===== src/rtl/multicycle_sequencer.sv =====
// rtl/multicycle_sequencer.sv - multicycle FETCH/DECODE/EXEC/MEM/WB sequencer with run/step/halt/breakpoint
// Enables are registered and decoded from the next phase and latched class.
module multicycle_sequencer (
  input  logic       clk,
  input  logic       rst,
  input  logic       run,
  input  logic       step,
  input  logic       halt_req,
  input  logic [6:0] OP,
  input  logic [7:0] PC,
  input  logic       bp_en,
  input  logic [7:0] bp_addr,
  output logic       PCWrite,
  output logic       IRWrite,
  output logic       RegWrite,
  output logic       MemWrite,
  output logic       ResultSrc,
  output logic [2:0] state,
  output logic       busy,
  output logic       bp_hit,
  output logic       err,
  output logic [7:0] retired
);

  typedef enum logic [2:0] {
    S_IDLE   = 3'd0,
    S_FETCH  = 3'd1,
    S_DECODE = 3'd2,
    S_EXEC   = 3'd3,
    S_MEM    = 3'd4,
    S_WB     = 3'd5,
    S_ERR    = 3'd7
  } state_t;

  typedef enum logic [1:0] {
    C_R     = 2'd0,
    C_I     = 2'd1,
    C_LOAD  = 2'd2,
    C_STORE = 2'd3
  } cls_t;

  state_t     state_q, state_d;
  cls_t       cls_q, cls_d;
  logic       step_q;
  logic       step_mode_q, step_mode_d;
  logic       halt_pend_q, halt_pend_d;
  logic       bp_hit_q, bp_hit_d;
  logic       err_q, err_d;
  logic [7:0] retired_q, retired_d;
  logic       pcw_q, pcw_d, irw_q, irw_d, rw_q, rw_d, mw_q, mw_d, rs_q, rs_d;
  logic       busy_q, busy_d;

  logic       step_edge, bp_stop, bp_next, complete;
  logic [7:0] pc_next;

  assign step_edge = step & ~step_q;
  assign pc_next   = PC + 8'd4;
  assign bp_stop   = run & bp_en & (PC == bp_addr);
  assign bp_next   = bp_en & (pc_next == bp_addr);

  always_comb begin
    state_d     = state_q;
    cls_d       = cls_q;
    step_mode_d = step_mode_q;
    halt_pend_d = halt_pend_q;
    bp_hit_d    = bp_hit_q;
    err_d       = err_q;
    retired_d   = retired_q;
    complete    = 1'b0;

    case (state_q)
      S_IDLE: begin
        halt_pend_d = 1'b0;
        // A step edge overrides the breakpoint hold so the stopped instruction can be stepped over.
        if (bp_stop && step_edge) begin
          state_d     = S_FETCH;
          step_mode_d = 1'b1;
          bp_hit_d    = 1'b0;
        end else if (bp_stop) begin
          bp_hit_d = 1'b1;
        end else if (run) begin
          state_d     = S_FETCH;
          step_mode_d = 1'b0;
          bp_hit_d    = 1'b0;
        end else if (step_edge) begin
          state_d     = S_FETCH;
          step_mode_d = 1'b1;
          bp_hit_d    = 1'b0;
        end
      end
      S_FETCH: state_d = S_DECODE;
      S_DECODE: begin
        case (OP)
          7'b0110011: begin cls_d = C_R;     state_d = S_EXEC; end
          7'b0010011: begin cls_d = C_I;     state_d = S_EXEC; end
          7'b0000011: begin cls_d = C_LOAD;  state_d = S_EXEC; end
          7'b0100011: begin cls_d = C_STORE; state_d = S_EXEC; end
          default: begin
            state_d = S_ERR;
            err_d   = 1'b1;
          end
        endcase
      end
      S_EXEC: state_d = (cls_q == C_LOAD || cls_q == C_STORE) ? S_MEM : S_WB;
      S_MEM: begin
        if (cls_q == C_STORE) complete = 1'b1;
        else                  state_d  = S_WB;
      end
      S_WB:  complete = 1'b1;
      S_ERR: state_d = S_ERR;
      default: state_d = S_IDLE;
    endcase

    if (busy_q && halt_req) halt_pend_d = 1'b1;

    if (complete) begin
      retired_d = retired_q + 8'd1;
      if (bp_next) begin
        state_d     = S_IDLE;
        bp_hit_d    = 1'b1;
        halt_pend_d = 1'b0;
      end else if (step_mode_q || halt_pend_q || halt_req || !run) begin
        state_d     = S_IDLE;
        halt_pend_d = 1'b0;
      end else begin
        state_d = S_FETCH;
      end
    end

    irw_d  = (state_d == S_FETCH);
    rw_d   = (state_d == S_WB);
    mw_d   = (state_d == S_MEM) && (cls_d == C_STORE);
    rs_d   = (state_d == S_WB) && (cls_d == C_LOAD);
    pcw_d  = (state_d == S_WB) || ((state_d == S_MEM) && (cls_d == C_STORE));
    busy_d = (state_d == S_FETCH) || (state_d == S_DECODE) || (state_d == S_EXEC) ||
             (state_d == S_MEM) || (state_d == S_WB);
  end

  always_ff @(posedge clk) begin
    if (!rst) begin
      state_q     <= S_IDLE;
      cls_q       <= C_R;
      step_q      <= 1'b0;
      step_mode_q <= 1'b0;
      halt_pend_q <= 1'b0;
      bp_hit_q    <= 1'b0;
      err_q       <= 1'b0;
      retired_q   <= 8'd0;
      pcw_q       <= 1'b0;
      irw_q       <= 1'b0;
      rw_q        <= 1'b0;
      mw_q        <= 1'b0;
      rs_q        <= 1'b0;
      busy_q      <= 1'b0;
    end else begin
      state_q     <= state_d;
      cls_q       <= cls_d;
      step_q      <= step;
      step_mode_q <= step_mode_d;
      halt_pend_q <= halt_pend_d;
      bp_hit_q    <= bp_hit_d;
      err_q       <= err_d;
      retired_q   <= retired_d;
      pcw_q       <= pcw_d;
      irw_q       <= irw_d;
      rw_q        <= rw_d;
      mw_q        <= mw_d;
      rs_q        <= rs_d;
      busy_q      <= busy_d;
    end
  end

  assign state     = state_q;
  assign PCWrite   = pcw_q;
  assign IRWrite   = irw_q;
  assign RegWrite  = rw_q;
  assign MemWrite  = mw_q;
  assign ResultSrc = rs_q;
  assign busy      = busy_q;
  assign bp_hit    = bp_hit_q;
  assign err       = err_q;
  assign retired   = retired_q;

endmodule


===== config.mk =====
export PLATFORM = sky130hd
export DESIGN_NAME = multicycle_sequencer
export DESIGN_NICKNAME = d
export VERILOG_FILES = /design/src/rtl/multicycle_sequencer.sv
export SDC_FILE = /design/constraint.sdc
export NUM_CORES = 1
export LEC_CHECK = 0
export BUFFER_PORTS_ARGS = -buffer_cell sky130_fd_sc_hd__buf_4
export CELL_PAD_IN_SITES_DETAIL_PLACEMENT = 1
export CELL_PAD_IN_SITES_GLOBAL_PLACEMENT = 2
export CORE_MARGIN = 4
export CORE_UTILIZATION = 29
export CTS_BUF_LIST = sky130_fd_sc_hd__clkbuf_8
export DETAILED_ROUTE_END_ITERATION = 16
export PLACE_DENSITY = 0.8
export SLEW_MARGIN = 10
export SYNTH_ARGS = -nofsm -noshare
export SYNTH_HDL_FRONTEND = slang
export SYNTH_SLANG_ARGS = --single-unit

===== constraint.sdc =====
create_clock -name clk -period 1.7 [get_ports clk]
set_input_delay 0.17 -clock clk [delete_from_list [all_inputs] [get_ports clk]]
set_output_delay 0.17 -clock clk [all_outputs]
set_load 0.02 [all_outputs]

==> impl_metrics.json, run 1 <==
{
  "status": "finished clean",
  "crit_required_ns": 1.83,
  "peakVddDrop_v": 0.000429,
  "largest_reg_flops": 8,
  "clk_latency_ns": 0.26,
  "hold_ws_ns": 0.116,
  "yosysMostFrequentCell": "dfxtp_1",
  "hold-path-endpoint": "step_q",
  "synthArstFlopShare_pct": 0,
  "ctsHoldBuffers": 0,
  "final_core_utilization_pct": 45.2,
  "yosys_warnings": 0,
  "area_growth_syn_to_layout_pct": 46.6,
  "drv_cap": 0,
  "synth-seq-cells": 24,
  "syn_area_per_cell_um2": 8.90,
  "worstHoldPathCells": 2,
  "slowest_stage": "dfxtp_2",
  "initial_core_util_pct": 30.8,
  "timing.reg2reg.setup_slack_ns": 0.12,
  "gp_congestion": 0.813,
  "yosys.area.top_type": "dfxtp_1",
  "die_area_um2": 5920,
  "cpPeakStageDelay_ns": 0.42,
  "worst_pin_slew_ns": 0.575,
  "place_inst": 265,
  "die_y_um": 77.0,
  "crit_type": "reg2reg",
  "hold_viol": 0,
  "synth_area_um2": 1380,
  "drt_iter0_drc": 48,
  "synth.distinct_cells": 41,
  "seq_area_um2": 492,
  "powerDensity_nw_per_um2": 1090,
  "rsz0062_at_grt": "no",
  "r2r_cells": 6,
  "grt_pass1_vias": 1493,
  "fin_setup_tns_ns": 0,
  "power_uw": 2200,
  "ios": 48,
  "fp.coreArea_um2": 4470,
  "min_path_type": "in2reg",
  "period_minus_slack_ns": 1.58,
  "synth_nets": 186,
  "cts_buffers": 3,
  "multi_input_area_um2": 900,
  "vias_per_cell": 4.98,
  "synthDominantCellAreaShare_pct": 34.8,
  "post-route-period-util_pct": 93.0,
  "cts.sinks": 24,
  "critPathLaunchType": "register",
  "cts.clk_slew.worst_paths_ns": 0.08,
  "drive_gt1_share_pct": 41.1,
  "cp.arrival_ns": 1.71,
  "fin_skew_ns": 0.00359,
  "cts_tree": "yes",
  "io_buffers": 47,
  "startpoint": "state[0]",
  "rows": 24,
  "synth_cells": 155,
  "netlist_top_cells_area": "dfxtp_1 35%, xor2_1 6.4%, xnor2_1 5.1%, nor2_1 4.6%, nor3_1 3.3%",
  "hold_start": "step",
  "vias": 1349,
  "antenna_found_initial": 0,
  "fillers": 531,
  "ys_seq_area_share_pct": 34.8,
  "grt_max_degree": 16,
  "max_freq_mhz": 632,
  "drt_first_pass_iters": 4,
  "slew_headroom_pct": 61.6,
  "die_w_um": 77.0,
  "synth_ff_type": "dfxtp_1",
  "grt_pass1_wl_um": 7040,
  "crit-reg2reg-launch": "state[0]",
  "finalSetupViolCount": 0,
  "cp_max_fo": 4,
  "hpwl_um": 3360,
  "end_kind": "register",
  "final_cell_count_no_fill": 271,
  "drtAntennaViolNets": 0,
  "slew_viol_final": 0,
  "clock_tree.buffer_depth": 2,
  "grt_usage_pct": 14.4,
  "gr-total-overflow": 0,
  "route.detailed.drc": 0,
  "wl_um": 4090,
  "synth_commonest_cells": "24 x dfxtp_1, 17 x nor2_1, 11 x nand2_1, 10 x xor2_1, 9 x nor3_1",
  "htreeDepth": 1,
  "finalNetCount": 251,
  "num_antenna_cells": 0,
  "avgRoutedWirePerCell_um": 15.1,
  "r2r_end": "state[0]",
  "clock-root-buffer": "clkbuf_8",
  "leakage_uw": 0.000835,
  "path_cells": "a21oi_4 > nor4_4 > o2111ai_2 > a2111oi_4 > buf_4 > nor3_1",
  "synth-edff-count": 0
}
-- cell usage in the layout (no fill, tap or decap), types with 3 or more instances in the layout --
| cell | count |
|---|---|
| buf_4 | 64 |
| dfxtp_1 | 19 |
| nor2_1 | 17 |
| nand2_1 | 11 |
| xor2_1 | 9 |
| nor3_1 | 9 |
| xnor2_1 | 8 |
| o21ai_0 | 6 |
| inv_1 | 5 |
| a21oi_1 | 5 |
| nand3_1 | 5 |
| nor2b_1 | 4 |
| and3_1 | 4 |
| and2_1 | 4 |
| nand2b_1 | 4 |
| clkbuf_8 | 4 |
| a211oi_1 | 3 |
| mux2i_1 | 3 |
| dfxtp_2 | 3 |
-- worst max path at each step --
stage,endpoint,depth (start not counted)
after global routing,PCWrite,5
after floorplan,busy,6
final,state[0],6
after detailed placement,busy,4
after global placement,busy,6
after CTS,busy,6
-- cells by family (layout without fill, tap and decap cells) --
kind of cell / count (synthesis) / in the layout / share of synthesized area (%)
and+or+nand+nor: 69 / 69 / 28.0
AOI/OAI and AO/OA: 28 / 28 / 16.8
DFF: 24 / 24 / 34.8
xor gates and xnor gates: 18 / 18 / 11.4
buffers and inverters: 10 / 74 / 4.08
muxes: 4 / 4 / 2.99
adders and majority gates: 2 / 2 / 1.81
-- report_power, final --
group,switching (µW),internal [µW]
clock,173,206
sequential,91.1,657
combinational,543,528
-- per-stage QoR --
step	area, µm²	setup slack [ns]
2_1_floorplan	1380	0.0139
3_3_place_gp	1880	0.0347
3_5_place_dp	1880	-0.0399
4_1_cts	1940	0.0208
5_1_grt	2020	0.00653
6_report	2020	0.119
-- routing by layer --
metal | wire, µm | GRT usage, %
met5 | 0 | 0
met4 | 34 | 2.72
met3 | 153 | 3.28
met2 | 2260 | 28.1
met1 | 1650 | 15.5
-- worst max-delay path: cells and delay by family (launching register included) --
| family | cells | cell delay, ns |
|---|---|---|
| flops | 1 | 0.42 |
| simple gates | 2 | 0.31 |
| compound gates | 3 | 0.53 |
| buf+inv | 1 | 0.19 |
-- cell type report --
class / instances / share of cell area [%]
timing repair buffer: 65 / 24.3
sequential: 24 / 24.3
tap: 52 / 3.22
inverter: 5 / 0.928
clock buffer: 4 / 2.72
multi-input combinational: 121 / 44.5
-- what timing repair did --
item / in CTS / in global routing
setup buffers: 0 / 2
hold endpoints to repair: 0 / 0
gates resized for setup: 2 / 13
pin swaps: 0 / 6
endpoints found under the setup margin: 1 / 7
Power figures use the tool's default switching activity.
==> run 2, diff against run 1 <==
CORE_UTILIZATION = 26   (was 29)
PLACE_DENSITY = 0.76   (was 0.8)
clock period = 1.45 ns   (was 1.7 ns; I/O delays follow)
==> run 2 against run 1 <==
Against the previous run: the flow now finishes with violations (setup timing); non-clock buffer count increased by 23; critical path depth increased by 2; die area increased by 10%; total power increased by 37%; setup slack got worse by 0.29 ns; clock skew about the same; core utilization increased by 2.3 points.
==> impl_metrics.json, run 2 (synthesis results as in run 1) <==
{
  "peakVddDrop_v": 0.000510,
  "clock_tree.buffer_depth": 2,
  "grt_pass1_wl_um": 6960,
  "ios": 48,
  "cp_max_fo": 4,
  "fillers": 613,
  "clkPwrFrac_pct": 13.0,
  "setup_ws_ns": -0.168,
  "grt_max_degree": 16,
  "failed_checks": "setup timing",
  "grt_usage_pct": 13.3,
  "powerDensity_nw_per_um2": 1230,
  "die_area_um2": 6530,
  "avgRoutedWirePerCell_um": 14.4,
  "min_path_type": "in2reg",
  "worst_pin_slew_ns": 0.568,
  "finalSetupViolCount": 7,
  "crit_type": "reg2reg",
  "slew_headroom_pct": 62.1,
  "cts_tree": "yes",
  "wl_met1_um": 1660,
  "crit-reg2reg-launch": "state[0]",
  "clock-root-buffer": "clkbuf_8",
  "final_core_utilization_pct": 47.5,
  "hpwl_um": 3410,
  "hold_start": "step",
  "cts_buffers": 3,
  "internal-power_uw": 1890,
  "drive_gt1_share_pct": 55.0,
  "drt_first_pass_iters": 4,
  "drv_cap": 0,
  "ctsHoldBuffers": 0,
  "post-route-period-util_pct": 112,
  "power_switching_share_pct": 37.2,
  "slowest_stage": "dfxtp_2",
  "startpoint": "state[0]",
  "slew_viol_final": 0,
  "cp_common_cell": "buf_6",
  "crit_required_ns": 1.59,
  "initial_core_util_pct": 26.8,
  "timing.reg2reg.setup_slack_ns": -0.17,
  "antenna_found_initial": 0,
  "die_y_um": 80.8,
  "final_common_cell": "buf_4",
  "most-common-layout-cells": "75 x buf_4, 18 x dfxtp_1, 15 x nor2_1, 12 x buf_6, 11 x nand2_1",
  "hold_ws_ns": 0.0964,
  "critPathLaunchType": "register",
  "gp_congestion": 0.798,
  "htreeDepth": 1,
  "wl_met3_um": 153,
  "status": "complete, but fails checks",
  "clk_latency_ns": 0.26,
  "max_freq_mhz": 618,
  "vias_per_cell": 4.68,
  "end_kind": "register",
  "vias": 1459,
  "seq_power_share_pct": 28.9,
  "largest_reg_flops": 8,
  "fp.coreArea_um2": 5140,
  "io_buffers": 47,
  "finalNetCount": 274,
  "final_cell_count_no_fill": 312,
  "fin_skew_ns": 0.00348,
  "leakage_uw": 0.00102,
  "fin_setup_tns_ns": -0.807,
  "power_uw": 3010,
  "path_cells": "buf_6 > or2b_1 > a22oi_2 > o31ai_2 > o311ai_2 > buf_4 > buf_6 > a21oi_2",
  "grt_pass1_vias": 1580,
  "drtAntennaViolNets": 0,
  "rsz0062_at_grt": "yes",
  "period_minus_slack_ns": 1.62,
  "gr-total-overflow": 0,
  "die_w_um": 80.8,
  "drt_iter0_drc": 47,
  "rows": 26,
  "p_switching_uw": 1120,
  "cts.clk_slew.worst_paths_ns": 0.08,
  "num_antenna_cells": 0,
  "place_inst": 299,
  "cp.arrival_ns": 1.76,
  "cpPeakStageDelay_ns": 0.34,
  "route.detailed.drc": 0,
  "maxUsedRoutingLayer": "met4",
  "met2_length_um": 2600,
  "hold_viol": 0,
  "area_growth_syn_to_layout_pct": 77.0,
  "cts.sinks": 24,
  "wl_um": 4500,
  "p_comb_share_pct": 58.1
}
run 2: cell count changes in the layout (fill, tap and decap cells not counted), moves of 3 or more:
cell	before	now
buf_4	64	75
buf_6	1	12
nor3_1	9	4
nor3_2	0	4
xnor2_1	8	5
run 2: metal layers:
layer,vias to the layer above,GRT usage [%]
met5,-,0
met4,0,3.21
met3,8,2.11
met2,34,27.2
met1,697,13.7
li1,720,-
run 2: worst paths after layout:
check | endpoint | depth (start not counted)
max reg2reg | PCWrite | 8
min | step_q | 2
min reg2reg | err | 2
max | PCWrite | 8
run 2: worst max-delay path: cells and delay by family (launching register included):
| kind | cells | cell delay [ns] |
|---|---|---|
| AND/OR/NAND/NOR | 1 | 0.24 |
| buffers and inverters | 3 | 0.44 |
| AO/OA/AOI/OAI | 4 | 0.47 |
| flip-flops | 1 | 0.34 |
run 2: layout make-up:
type / instances / area (µm²) / area share (%)
Clock buffer: 3 / 41.3 / 1.69
Tap cell: 70 / 87.6 / 3.59
Multi-Input combinational cell: 121 / 1080 / 44.4
Sequential cell: 24 / 493 / 20.2
Inverter: 5 / 18.8 / 0.769
Timing Repair Buffer: 88 / 713 / 29.2
Clock inverter: 1 / 3.75 / 0.154
run 2: power groups by stage:
stage	registers, µW	clock network [µW]	logic [µW]
2_1_floorplan	957	0	612
3_3_place_gp	859	0	1340
3_5_place_dp	859	0	1370
4_1_cts	865	411	1570
5_1_grt	883	421	1870
6_report	870	390	1750
run 2: repair_timing:
item	in CTS	in global routing
setup buffers	5	4
setup endpoints to repair	12	13
pin swaps	13	12
gates resized for setup	26	26
gates cloned	0	0
run 2: through the flow:
step                setup slack, ns  cell area (µm²)
floorplan                    -0.106             1430
global placement             -0.289             2060
detailed placement           -0.370             2060
CTS                          -0.122             2270
global route                 -0.198             2440
finish                       -0.168             2440
